<file path="config.mk">
export PLATFORM = sky130hd
export DESIGN_NAME = min_max_decimator
export DESIGN_NICKNAME = d
export VERILOG_FILES = /design/src/rtl/min_max_decimator.sv
export SDC_FILE = /design/constraint.sdc
export NUM_CORES = 1
export LEC_CHECK = 0
export ABC_AREA = 1
export CAP_MARGIN = 20
export CORE_MARGIN = 5
export CORE_UTILIZATION = 59
export DETAILED_ROUTE_END_ITERATION = 8
export PLACE_DENSITY = 0.81
export SLEW_MARGIN = 20
export SYNTH_ARGS = -nofsm -noshare
export SYNTH_HDL_FRONTEND = slang
export SYNTH_SLANG_ARGS = --single-unit
</file>
<file path="constraint.sdc">
create_clock -name CLK -period 5.1 [get_ports CLK]
set_input_delay 0.765 -clock CLK [delete_from_list [all_inputs] [get_ports CLK]]
set_output_delay 0.765 -clock CLK [all_outputs]
set_load 0.03 [all_outputs]
</file>
<file path="src/rtl/min_max_decimator.sv">
// Multi-channel min/max/last decimator feeding the SRAM write path.
// Two stages: registered input sample, then per-channel accumulate with an interval counter.
module min_max_decimator #(
  parameter int WIDTH    = 8,
  parameter int CHANNELS = 2,
  parameter int CNT_W    = 16
) (
  input  logic                      CLK,
  input  logic                      CLR,
  input  logic                      EN,
  input  logic                      IN_VALID,
  input  logic [CHANNELS*WIDTH-1:0] DATA_IN,
  input  logic [1:0]                MODE,
  input  logic [CNT_W-1:0]          DECIM,
  output logic                      OUT_VALID,
  output logic [CHANNELS*WIDTH-1:0] OUT_DATA,
  output logic                      OUT_IS_MIN,
  output logic                      BUSY
);

  localparam int DW = CHANNELS * WIDTH;
  localparam logic [1:0] M_LAST = 2'd0;
  localparam logic [1:0] M_PAIR = 2'd1;
  localparam logic [1:0] M_MAX  = 2'd2;
  localparam logic [1:0] M_MIN  = 2'd3;
  localparam logic [CNT_W-1:0] CNT_ONE = CNT_W'(1);

  function automatic logic [WIDTH-1:0] pick_max(input logic [WIDTH-1:0] smp,
                                                input logic [WIDTH-1:0] acc);
    return (smp >= acc) ? smp : acc;
  endfunction

  function automatic logic [WIDTH-1:0] pick_min(input logic [WIDTH-1:0] smp,
                                                input logic [WIDTH-1:0] acc);
    return (smp <= acc) ? smp : acc;
  endfunction

  logic [DW-1:0]    data_p1;
  logic             vld_p1;

  logic [CNT_W-1:0] cnt_p2;
  logic [DW-1:0]    max_p2;
  logic [DW-1:0]    min_p2;
  logic [1:0]       mode_l;
  logic [CNT_W-1:0] len_l;
  logic             pend_p2;
  logic [DW-1:0]    pend_min_p2;

  logic             first_p1;
  logic [1:0]       mode_eff;
  logic [CNT_W-1:0] len_eff;
  logic [CNT_W-1:0] last_idx;
  logic             final_p1;
  logic [DW-1:0]    max_nxt;
  logic [DW-1:0]    min_nxt;

  // ---- stage 1: input register ----
  always_ff @(posedge CLK or posedge CLR) begin
    if (CLR) begin
      vld_p1  <= 1'b0;
      data_p1 <= '0;
    end else begin
      vld_p1 <= EN & IN_VALID;
      if (EN) data_p1 <= DATA_IN;
    end
  end

  // MODE/DECIM are sampled live on the first sample, latched copies apply afterwards.
  always_comb begin
    first_p1 = (cnt_p2 == '0);
    mode_eff = first_p1 ? MODE  : mode_l;
    len_eff  = first_p1 ? DECIM : len_l;
    last_idx = ((mode_eff == M_PAIR) && (len_eff == '0)) ? CNT_ONE : len_eff;
    final_p1 = vld_p1 & EN & (cnt_p2 == last_idx);
    max_nxt  = max_p2;
    min_nxt  = min_p2;
    for (int c = 0; c < CHANNELS; c++) begin
      max_nxt[c*WIDTH +: WIDTH] = first_p1 ? data_p1[c*WIDTH +: WIDTH]
                                  : pick_max(data_p1[c*WIDTH +: WIDTH], max_p2[c*WIDTH +: WIDTH]);
      min_nxt[c*WIDTH +: WIDTH] = first_p1 ? data_p1[c*WIDTH +: WIDTH]
                                  : pick_min(data_p1[c*WIDTH +: WIDTH], min_p2[c*WIDTH +: WIDTH]);
    end
  end

  // ---- stage 2: accumulate, count, emit ----
  always_ff @(posedge CLK or posedge CLR) begin
    if (CLR) begin
      cnt_p2      <= '0;
      max_p2      <= '0;
      min_p2      <= '0;
      mode_l      <= M_LAST;
      len_l       <= '0;
      pend_p2     <= 1'b0;
      pend_min_p2 <= '0;
      OUT_VALID   <= 1'b0;
      OUT_DATA    <= '0;
      OUT_IS_MIN  <= 1'b0;
    end else begin
      OUT_VALID <= 1'b0;
      if (!EN) begin
        cnt_p2 <= '0;
      end else if (vld_p1) begin
        cnt_p2 <= final_p1 ? '0 : cnt_p2 + CNT_ONE;
        max_p2 <= max_nxt;
        min_p2 <= min_nxt;
        if (first_p1) begin
          mode_l <= MODE;
          len_l  <= DECIM;
        end
      end
      // A pending pair min wins over a same-cycle result, which only a
      // mid-stream switch to a one-sample interval can produce.
      if (pend_p2) begin
        OUT_VALID  <= 1'b1;
        OUT_DATA   <= pend_min_p2;
        OUT_IS_MIN <= 1'b1;
        pend_p2    <= 1'b0;
      end else if (final_p1) begin
        OUT_VALID  <= 1'b1;
        OUT_IS_MIN <= (mode_eff == M_MIN);
        OUT_DATA   <= (mode_eff == M_LAST) ? data_p1 :
                      (mode_eff == M_MIN)  ? min_nxt : max_nxt;
        if (mode_eff == M_PAIR) begin
          pend_p2     <= 1'b1;
          pend_min_p2 <= min_nxt;
        end
      end
    end
  end

  assign BUSY = (cnt_p2 != '0) | pend_p2 | vld_p1;

endmodule
</file>
# Word-level counts from Yosys, hierarchy flattened
# Index checks and enable logic that the tools add are counted.
# op_classes
magnitude_cmp	4
mux	25
bitwise_logic	6
eq_ne	4
addsub	1
reduce_logical	8
# op_table
operator	n
$mux W16	9
$mux W8	8
$logic_not A16 Y1	2
$add A16 B1 Y16 const B	1
$eq A16 B16 Y1	1
$ge A8 B8 Y1	2
$le A8 B8 Y1	2
$reduce_bool A16 Y1	1
$mux W1	7
$and A1 B1 Y1	3
$reduce_and A3 Y1	1
$eq A2 B1 Y1 const B	1
$eq A2 B2 Y1 const B	1
$logic_not A2 Y1	1
$mux W2	1
$ne A2 B1 Y1 const B	1
$or A1 B1 Y1	2
$reduce_and A2 Y1	1
$reduce_bool A2 Y1	1
$logic_and A1 B1 Y1	1
$not A1 Y1	1
# word_totals
in_bits	38
elab_cells	60
register_bits	118
output_inout_bits	19

# Longest topological paths before layout
# Gate-level depths: netlist of run 1.
# logic_depth
ltp_word	10
ltp_mapped	22
mapped_depth_nobuf	21

# Worst setup path before layout of run 1
# No wires, ideal clock.
# synth_timing
path_type	flip-flop to flip-flop
startpoint	register cnt_p2[0]
endpoint	register pend_min_p2[0]
t_arrival_ps	2389
path_buffers	1
setup_time_ps	119
setup_slack_ps	2593
required_time_ps	4981
period_less_slack_ps	2507
path_stages_with_launch	21
path_cell_list	dfrtp_1 > inv_1 > ha_1 > nand2_1 > nor2_4 > nand2_4 > nand2_1 > nand2_2 > nor2_4 > nand3_1 > nor2_1 > nand2_1 > nand2_1 > nand2_1 > nand2_2 > nand4_4 > nor2_4 > nand4_4 > buf_6 > nand2_1 > nand2_1
# synth_between
elab_chain_cells	8
# synth_rtl
item	line_no	source
start, declared	41	logic [CNT_W-1:0] cnt_p2;
start signal, assigned	103	cnt_p2 <= final_p1 ? '0 : cnt_p2 + CNT_ONE;
$logic_not A16 Y1	70	first_p1 = (cnt_p2 == '0);
$mux W16 or $mux W2 (tied branches)	--	
$logic_not A16 Y1 or $eq A2 B1 Y1 (tied branches)	73, 123	
$logic_and A1 B1 Y1	73	last_idx = ((mode_eff == M_PAIR) && (len_eff == '0)) ? CNT_ONE : len_eff;
$mux W16	73	
$eq A16 B16 Y1	74	final_p1 = vld_p1 & EN & (cnt_p2 == last_idx);
$and A1 B1 Y1	74	
$reduce_and A3 Y1 (no source line)	--	
end signal, assigned	125	pend_min_p2 <= min_nxt;
end, declared	47	logic [DW-1:0] pend_min_p2;
# Several ways; a longest one is shown, not always the timed one.
# A chain may end at the register's enable or synchronous reset.

# Final worst setup path of run 1
# layout_timing
startpoint	register cnt_p2[0]
endpoint	output BUSY
# layout_between
elab_chain_cells	3
# layout_rtl
item	line_no	source
$reduce_bool A16 Y1	131	assign BUSY = (cnt_p2 != '0) | pend_p2 | vld_p1;
$or A1 B1 Y1 (2 in a row)	131	
end, declared	18	output logic BUSY
# No other way between the ends.

==> metrics.txt, run 1 <==
Max VDD drop=0.0002369 V; hold crit path type=register to register; Multi-input gate area=0.003502 sq mm; final wirelength=18310 microns; Via density=5.797; full die area=0.01423 sq mm; first-pass GRT wire length=30100 microns; top_reg_cell synth=dfrtp_1; Data arrival, critical path=2.96 ns; initial antenna violation count=0; routability cong.=0.9070; max-cap violations=0; Synth top area share=0.4191; WL/cell=16.18 microns; Root Buffer Master=clkbuf_16; CTS tree=yes; Final HPWL DP=12640 microns; Yosys reg bits=118; Starting Density=0.5940; chip height=119.3 microns; Detail Route Antenna Nets=0; final setup margin=1.376 ns; CTS H-Tree Depth=4; Setup crit end kind=primary output; Mapped Avg Cell Area=7.560 sq um; Netlist cell types=35; First-pass DRT Iterations=5; share of layout cells above drive strength 1=0.05787; Setup CP Type=register to primary output; Post-route DRC=0; post-synth net total=1004; clk sink count=118; CP required=4.34 ns; Via Count=6562; CORE AREA=0.01186 sq mm; outcome=complete, no violations; setup TNS=0 ns; number of enable flip-flop cells after synthesis=0; DRT iter0 DRCs=789; Die X=119.3 microns; met3 Track Usage GR=0.05793; GR Layer Usage met1=0.4230; Worst Tran Pin Value=1.067 ns; Hold Violations, Final=0; Yosys warnings=0; Area Overhead vs Synth=17.28%; Slew HR=0.2878; fin crit period=3.724 ns; final worst path period share=0.7303; skew final=0.01047 ns; max frequency=268.5 MHz; Ports=57; Post-Syn Instances=932; Pwr Density=486.0 mW/mm^2; Synth area leader=dfrtp_1; grt met2 use=0.3561; clock latency on the worst-skew pair=0.42 ns; Slew Limit Fails=0; startpoint types=register; GR Overflow Total=0; GR Util All Layers=0.2646; number of CTS-inserted buffers=17; Fillers=942; nets@finish=1044; Port Buf Inserts=56; site row count=40; Mapped Area=0.007046 sq mm; Max FO, Critical Path=5; register cell area after layout=0.002953 sq mm; RSZ-0062 raised after global routing=false; Pleak=3.943 nW; FFs w/ async S/R, synth=1.000; # resized after CTS=0; Setup Buffers After CTS=0; post-synthesis sequential area ratio=0.4191; vias in the first global route=5886; Hold-fix buffers, CTS=0; largest net degree at the start of global routing=64; clock buffer depth=2; busiest grt layer=met1; pre-CTS WS=1.692 ns; Ant. Diodes=0; Final setup viols=0; Clk pin slew, worst setup/hold paths=0.05 ns; dominant cells by area after synthesis=dfrtp_1, nand2_1, o21ai_0, ha_1, inv_1
## cell usage in the layout (no fill, tap or decap), types with 7 or more instances in the layout
cell / Yosys / final
clkdlybuf4s50_1: 0 / 56
a31oi_1: 20 / 20
o221ai_1: 9 / 9
xor2_1: 17 / 17
nand4_1: 20 / 20
inv_1: 99 / 98
nand2_1: 261 / 261
buf_4: 3 / 7
o211ai_1: 9 / 9
clkbuf_16: 0 / 17
o22ai_1: 15 / 15
a21oi_1: 19 / 19
o21ai_0: 106 / 106
ha_1: 34 / 34
dfrtp_1: 118 / 118
nand3_1: 73 / 73
nor2_1: 57 / 57
nor3_1: 7 / 7
## layer usage
metal	wire (microns)	vias up
met1	8890	3067
li1	-	3185
met3	1502	23
met2	7695	287
met5	0	-
met4	224	0
## final cells by class
cell class,instances,share of cell area
well taps,147,0.02226
repair buffers,63,0.07420
flip-flops and latches,118,0.3574
inverters,103,0.04740
clock inverters,11,0.01802
clock buffers,21,0.05694
multi-input cells,669,0.4238
## cells by family after synthesis
family                   synth area share
adder cells (fa/ha/maj)           0.06038
AND/OR/NAND/NOR                    0.2673
XOR/XNOR                          0.02238
flip-flops                         0.4191
buffers and inverters             0.08471
AO/OA/AOI/OAI                      0.1462
## registers in the layout, indices dropped and copies added, names as in the netlist
signal and cells:
vld_p1 1, max_p2 16, mode_l 2, OUT_IS_MIN 1, pend_p2 1, len_l 16
data_p1 16, OUT_DATA 16, min_p2 16, OUT_VALID 1, pend_min_p2 16, cnt_p2 16
## path summary, 6_finish.rpt
path	startpoint	to	slack, ns	depth (start not counted)
max in group asynchronous	CLR	max_p2[6]	3.31	3
max reg2reg	cnt_p2[0]	OUT_IS_MIN	1.60	20
min in group asynchronous	CLR	len_l[4]	0.88	2
max	cnt_p2[0]	BUSY	1.38	6
min	pend_min_p2[10]	pend_min_p2[10]	0.48	2
min reg2reg	pend_min_p2[10]	pend_min_p2[10]	0.48	2
## power breakdown
part | switching (mW) | internal (mW)
logic | 1.06 | 0.495
clock network | 0.434 | 0.807
registers | 0.108 | 1.11
## cell usage after synthesis, types with 2 or more instances
library cell	instances
buf_1	2
dfrtp_1	118
ha_1	34
a21oi_1	19
nand4_1	20
nor2_4	3
o22ai_1	15
inv_1	99
nand2_1	261
buf_6	5
clkinv_1	3
o21ai_0	106
clkbuf_1	31
a31oi_1	20
nor2_2	2
buf_4	3
nor3_2	2
nand4_4	2
nor2_1	57
nand2_2	3
xor2_1	17
o2111ai_1	2
o211ai_1	9
o221ai_1	9
nor3_1	7
nand2_4	2
nand3_1	73
## per-stage QoR
stage	instances	util	area [sq um]	total power, mW	hold slack [ns]
floorplan	932	-	7046	2.372	0.4493
finish	1132	0.6966	8263	4.016	0.4777
global route	1132	0.6966	8263	4.299	0.4958
global placement	1100	0.6439	7637	2.694	0.4630
CTS	1132	0.6961	8257	3.991	0.4814
detailed placement	1100	0.6439	7637	2.728	0.4660
## critical path, cell delays in order (launching register included)
cell and delay (ns):
dfrtp_1 0.40, inv_1 0.15, ha_1 0.23, nand3_1 0.11
nor4_1 0.77, nand3_1 0.22, clkdlybuf4s50_1 0.66
Note: power is estimated with default switching activity, not from simulation.
==> run 2: changes to the inputs <==
--- a/config.mk
+++ b/config.mk
@@ -8,9 +8,9 @@
 export ABC_AREA = 1
 export CAP_MARGIN = 20
 export CORE_MARGIN = 5
-export CORE_UTILIZATION = 59
+export CORE_UTILIZATION = 53
 export DETAILED_ROUTE_END_ITERATION = 8
-export PLACE_DENSITY = 0.81
+export PLACE_DENSITY = 0.77
 export SLEW_MARGIN = 20
 export SYNTH_ARGS = -nofsm -noshare
 export SYNTH_HDL_FRONTEND = slang
==> constraint.sdc (replaced) <==
create_clock -name CLK -period 3.05 [get_ports CLK]
set_input_delay 0.4575 -clock CLK [delete_from_list [all_inputs] [get_ports CLK]]
set_output_delay 0.4575 -clock CLK [all_outputs]
set_load 0.03 [all_outputs]
==> metrics.txt, run 2 (synthesis results as in run 1) <==
setup TNS=0 ns (unchanged); Worst Tran Pin Value=0.7919 ns (was 1.067 ns); Ant. Diodes=0 (unchanged); Slew Limit Fails=0 (unchanged); Area Overhead vs Synth=21.28% (was 17.28%); register cell area after layout=0.002953 sq mm (unchanged); initial antenna violation count=0 (unchanged); CORE AREA=0.01314 sq mm (was 0.01186 sq mm); WHS=0.4699 ns (was 0.4777 ns); Hold-fix buffers, CTS=0 (unchanged); Setup CP Type=register to register (was register to primary output); hold crit path type=input pin to asynchronous set/reset pin (was register to register); FF-to-FF End=pend_min_p2[0] (was OUT_IS_MIN); DRT iter0 DRCs=616 (was 789); most common cell after layout, fill and taps aside=nand2_1 (unchanged); final worst path period share=0.9268; cell mode on critical path=nand2_1 (was nand3_1); Pwr Density=795.8 mW/mm^2 (was 486.0 mW/mm^2); Max VDD drop=0.0004615 V (was 0.0002369 V); clock latency on the worst-skew pair=0.42 ns (about the same); outcome=complete, no violations (unchanged); startpoint types=register (unchanged); Root Buffer Master=clkbuf_16 (unchanged); CTS H-Tree Depth=4 (unchanged); vias in the first global route=6246 (was 5886); Ports=57 (unchanged); CP cell instances=inv_2 -> ha_2 -> nand2_1 -> nor2_4 -> nand2_8 -> inv_6 -> nand2_1 -> nand2_1 -> xor2_1 -> nand2_1 -> nor3_2 -> nand4_4 -> nor2_4 -> buf_12 -> nand4_4 -> nand2_1 -> nand2_1 (was inv_1 -> ha_1 -> nand3_1 -> nor4_1 -> nand3_1 -> clkdlybuf4s50_1); max-cap violations=0 (unchanged); Setup crit end kind=register (was primary output); Final setup viols=0 (unchanged); CTS tree=yes (unchanged); share of layout cells above drive strength 1=0.08433 (was 0.05787); Detail Route Antenna Nets=0 (unchanged); Worst path max stage delay=0.40 ns (was 0.77 ns); First-pass DRT Iterations=5 (unchanged); Data arrival, critical path=3.14 ns (was 2.96 ns); site row count=42 (was 40); Starting Density=0.5363 (was 0.5940); GR Overflow Total=0 (unchanged); Worst R2R Setup Slack=0.22 ns (was 1.60 ns); nets@finish=1067 (was 1044); skew final=0.006409 ns (was 0.01047 ns); full die area=0.01570 sq mm (was 0.01423 sq mm); first-pass GRT wire length=30710 microns (was 30100 microns); WL/cell=15.58 microns (was 16.18 microns); most frequent cells in the layout=nand2_1, dfrtp_1, o21ai_0, inv_1, nand3_1 (unchanged); number of CTS-inserted buffers=17 (unchanged); largest net degree at the start of global routing=59 (was 64); Slew HR=0.4713 (was 0.2878); fin crit period=2.827 ns; Via density=5.514 (was 5.797); chip height=125.3 microns (was 119.3 microns); RSZ-0062 raised after global routing=false (unchanged); Max FO, Critical Path=20 (was 5); routability cong.=0.8489 (was 0.9070); max frequency=353.8 MHz; Post-route DRC=0 (unchanged); Clk pin slew, worst setup/hold paths=0.06 ns (was 0.05 ns); worst r2r src=cnt_p2[0] (unchanged); clock buffer depth=2 (unchanged); Multi-input gate area=0.003552 sq mm (was 0.003502 sq mm); Via Count=6528 (was 6562); Buf/Inv on CP=3 (was 2); Port Buf Inserts=56 (unchanged); worst-case reg-to-reg path depth=17 (was 20); CP max-delay cell=dfrtp_1 (was nor4_1); Final HPWL DP=12980 microns (was 12640 microns); Die X=125.3 microns (was 119.3 microns); Pleak=4.022 nW (was 3.943 nW); CP required=3.36 ns (was 4.34 ns); clk sink count=118 (unchanged); final wirelength=18440 microns (was 18310 microns); GR Util All Layers=0.2408 (was 0.2646); Fillers=1122 (was 942); Hold Violations, Final=0 (unchanged); CP delay by family, top=simple AND/OR/NAND/NOR gates (unchanged)
-- run 2: cell types whose count changed in the layout (fill, tap and decap cells not counted), moves of 2 or more --
cell and change:
buf_4 +18, buf_12 +5, clkinvlp_4 +3, nand2_1 -3, clkinv_4 -2, inv_4 -2, inv_6 +2, nand2_2 +2
nand2_8 +2
-- run 2: worst max path at each step --
stage | startpoint | to | depth (start not counted)
3_3_place_gp | cnt_p2[0] | pend_min_p2[7] | 16
5_1_grt | cnt_p2[0] | OUT_IS_MIN | 21
3_5_place_dp | cnt_p2[0] | pend_min_p2[0] | 16
6_report | cnt_p2[0] | pend_min_p2[0] | 17
2_1_floorplan | cnt_p2[0] | pend_min_p2[0] | 20
4_1_cts | cnt_p2[0] | OUT_IS_MIN | 17
-- run 2: routing by layer --
layer | vias up | part of all wire | GRT usage
met2 | 237 | 0.43 | 0.3474
met4 | 0 | 0.012 | 0.06122
met1 | 3042 | 0.48 | 0.3591
met5 | - | 0 | 0
li1 | 3233 | - | -
met3 | 16 | 0.078 | 0.06738
-- run 2: final cells by class --
type	instances	area share
multi-input cells	670	0.4157
flip-flops and latches	118	0.3456
repair buffers	85	0.09811
clock buffers	21	0.05389
inverters	103	0.04627
well taps	176	0.02577
clock inverters	11	0.01464
-- run 2: stage by stage --
stage            util  instances  instance area (sq um)  total power [mW]  setup WS [ns]
6_report       0.6504       1184                   8544             6.799         0.2234
5_1_grt        0.6504       1184                   8544             7.309      0.0006442
4_1_cts        0.6421       1178                   8436             6.701        0.09287
3_5_place_dp   0.5975       1146                   7850             4.700         0.1156
3_3_place_gp   0.5975       1146                   7850             4.631         0.2248
2_1_floorplan       -        932                   7049             3.967         0.5427
-- run 2: where the power goes --
| part | internal, mW | switching, mW | leakage [nW] |
|---|---|---|---|
| Sequential | 1.85 | 0.175 | 1.43 |
| Combinational | 0.961 | 1.84 | 2.32 |
| Clock | 1.24 | 0.731 | 0.272 |
-- run 2: repair_timing --
action                     in CTS  in global routing
setup endpoints to repair       0                 33
setup buffers                   0                  5
hold endpoints to repair        0                  0
gates resized for setup         0                 11
==> run 3: changes to the inputs <==
--- a/config.mk
+++ b/config.mk
@@ -6,9 +6,11 @@
 export NUM_CORES = 1
 export LEC_CHECK = 0
 export ABC_AREA = 1
+export ABC_CLOCK_PERIOD_IN_PS = 3050
 export CAP_MARGIN = 20
 export CORE_MARGIN = 5
 export CORE_UTILIZATION = 53
+export CTS_BUF_LIST = sky130_fd_sc_hd__clkbuf_8 sky130_fd_sc_hd__clkbuf_16
 export DETAILED_ROUTE_END_ITERATION = 8
 export PLACE_DENSITY = 0.77
 export SLEW_MARGIN = 20
==> metrics.txt, run 3 (synthesis results as in run 1) <==
Starting Density=0.5363 (unchanged); CP delay by family, top=simple AND/OR/NAND/NOR gates (unchanged); P_sw=2.741 mW (was 2.744 mW); Hold Violations, Final=0 (unchanged); GR Util All Layers=0.2409 (was 0.2408); Overall Power=6.787 mW (was 6.799 mW); Pwr Density=794.6 mW/mm^2 (was 795.8 mW/mm^2); Ports=57 (unchanged); hold crit path type=input pin to asynchronous set/reset pin (unchanged); most common cell after layout, fill and taps aside=nand2_1 (unchanged); chip height=125.3 microns (unchanged); fin crit period=2.838 ns (was 2.827 ns); FF-to-FF End=pend_min_p2[0] (unchanged); clock latency on the worst-skew pair=0.42 ns (about the same); max frequency=352.3 MHz (was 353.8 MHz); Root Buffer Master=clkbuf_16 (unchanged); vias in the first global route=6244 (was 6246); Slew Limit Fails=0 (unchanged); clk sink count=118 (unchanged); Via Count=6531 (was 6528); Ant. Diodes=0 (unchanged); critical path depth=17 (unchanged); Setup crit end kind=register (unchanged); Hold-fix buffers, CTS=0 (unchanged); nets@finish=1067 (unchanged); Pleak=4.032 nW (was 4.022 nW); met3 Track Usage GR=0.06738 (unchanged); setup TNS=0 ns (unchanged); Worst R2R Setup Slack=0.21 ns (was 0.22 ns); Flop pwr share=0.298 (about the same); GR Layer Usage met1=0.3591 (unchanged); First-pass DRT Iterations=9 (was 5); Final setup viols=0 (unchanged); Area Overhead vs Synth=21.24% (was 21.28%); worst-case reg-to-reg path depth=17 (unchanged); CP max-delay cell=dfrtp_1 (unchanged); CP cell instances=inv_2 -> ha_1 -> nand2_1 -> nor2_4 -> nand2_8 -> inv_6 -> nand2_1 -> nand2_1 -> xor2_1 -> nand2_1 -> nor3_2 -> nand4_4 -> nor2_4 -> buf_12 -> nand4_4 -> nand2_1 -> nand2_1 (was inv_2 -> ha_2 -> nand2_1 -> nor2_4 -> nand2_8 -> inv_6 -> nand2_1 -> nand2_1 -> xor2_1 -> nand2_1 -> nor3_2 -> nand4_4 -> nor2_4 -> buf_12 -> nand4_4 -> nand2_1 -> nand2_1); final setup margin=0.2116 ns (was 0.2234 ns); Slew HR=0.4724 (was 0.4713); clock buffer depth=2 (unchanged); Port Buf Inserts=56 (unchanged); WL/cell=15.61 microns (was 15.58 microns); GR Overflow Total=0 (unchanged); CORE AREA=0.01314 sq mm (unchanged); combinational share of power=0.412 (about the same); full die area=0.01570 sq mm (unchanged); largest net degree at the start of global routing=59 (unchanged); initial antenna violation count=0 (unchanged); Int Pwr=4.047 mW (was 4.056 mW); Fillers=1122 (unchanged); share of layout cells above drive strength 1=0.08333 (was 0.08433); CTS tree=yes (unchanged); Post-route DRC=0 (unchanged); Die X=125.3 microns (unchanged); Worst path max stage delay=0.41 ns (was 0.40 ns); cell mode on critical path=nand2_1 (unchanged); DRT iter0 DRCs=537 (was 616); outcome=complete, no violations (unchanged); site row count=42 (unchanged); Max VDD drop=0.0004627 V (was 0.0004615 V); Max FO, Critical Path=20 (unchanged); first-pass GRT wire length=30690 microns (was 30710 microns); busiest grt layer=met1 (unchanged); Worst Tran Pin Value=0.7902 ns (was 0.7919 ns); Detail Route Antenna Nets=0 (unchanged); Data arrival, critical path=3.15 ns (was 3.14 ns); worst r2r src=cnt_p2[0] (unchanged); fin util=0.6502 (was 0.6504); grt met2 use=0.3477 (was 0.3474); skew final=0.007207 ns (was 0.006409 ns); Buf/Inv on CP=3 (unchanged); startpoint types=register (unchanged); CTS H-Tree Depth=4 (unchanged); max-cap violations=0 (unchanged); Setup CP Type=register to register (unchanged); sw frac=0.4038 (was 0.4035); final worst path period share=0.9306 (was 0.9268); pre-CTS WS=0.1156 ns (unchanged); routability cong.=0.8489 (unchanged); Clk pwr share=0.290 (about the same); Via density=5.516 (was 5.514); CP required=3.36 ns (about the same); most frequent cells in the layout=nand2_1, dfrtp_1, o21ai_0, inv_1, nand3_1 (unchanged); final wirelength=18480 microns (was 18440 microns); Clk pin slew, worst setup/hold paths=0.06 ns (about the same); Final HPWL DP=12980 microns (unchanged); number of CTS-inserted buffers=17 (unchanged)
## run 3: cell types whose count changed in the layout (fill, tap and decap cells not counted)
cell	delta
clkbuf_1	-2
ha_1	+1
inv_1	+2
ha_2	-1
## run 3: per-layer routing
layer | vias up | part of all wire
met5 | - | 0
met4 | 0 | 0.013
met3 | 20 | 0.078
met2 | 231 | 0.43
met1 | 3044 | 0.48
li1 | 3236 | -
## run 3: through the flow
step	hold slack, ns	cell area [sq um]	cells
2_1_floorplan	0.4493	7049	932
3_3_place_gp	0.4633	7850	1146
3_5_place_dp	0.4692	7850	1146
4_1_cts	0.4804	8436	1178
5_1_grt	0.5018	8542	1184
6_report	0.4674	8542	1184
## run 3: area by class of cell
cell class              count  area [sq um]  area share
inverters                 103         395.4     0.04629
multi-input cells         670          3550      0.4156
clock buffers              19         452.9     0.05302
flip-flops and latches    118          2953      0.3457
repair buffers             85         838.3     0.09814
clock inverters            13         132.6     0.01553
well taps                 176         220.2     0.02578
## run 3: worst max-delay path by stage
stage	start	to
detailed placement	cnt_p2[0]	pend_min_p2[0]
global route	cnt_p2[0]	OUT_IS_MIN
finish	cnt_p2[0]	pend_min_p2[0]
CTS	cnt_p2[0]	OUT_IS_MIN
global placement	cnt_p2[0]	pend_min_p2[7]
floorplan	cnt_p2[0]	pend_min_p2[0]
## run 3: timing repair
action	in CTS	in global routing
hold endpoints to repair	0	0
gates resized for setup	0	10
buffers inserted	0	5
endpoints found under the setup margin	0	33
## run 3: worst register-to-register path: stages (launching register included)
cell and delay (ns):
dfrtp_1 0.41, inv_2 0.10, ha_1 0.21, nand2_1 0.10, nor2_4 0.17, nand2_8 0.13, inv_6 0.18, nand2_1 0.09
nand2_1 0.10, xor2_1 0.15, nand2_1 0.08, nor3_2 0.18, nand4_4 0.17, nor2_4 0.16, buf_12 0.14, nand4_4 0.17
nand2_1 0.14, nand2_1 0.06
## run 3: power groups by stage
stage / sequential, mW / combinational (mW) / clock [mW]
2_1_floorplan: 2.00 / 1.97 / 0
3_3_place_gp: 2.03 / 2.60 / 0
3_5_place_dp: 2.04 / 2.66 / 0
4_1_cts: 2.02 / 2.69 / 1.98
5_1_grt: 2.06 / 3.17 / 2.07
6_report: 2.02 / 2.80 / 1.97
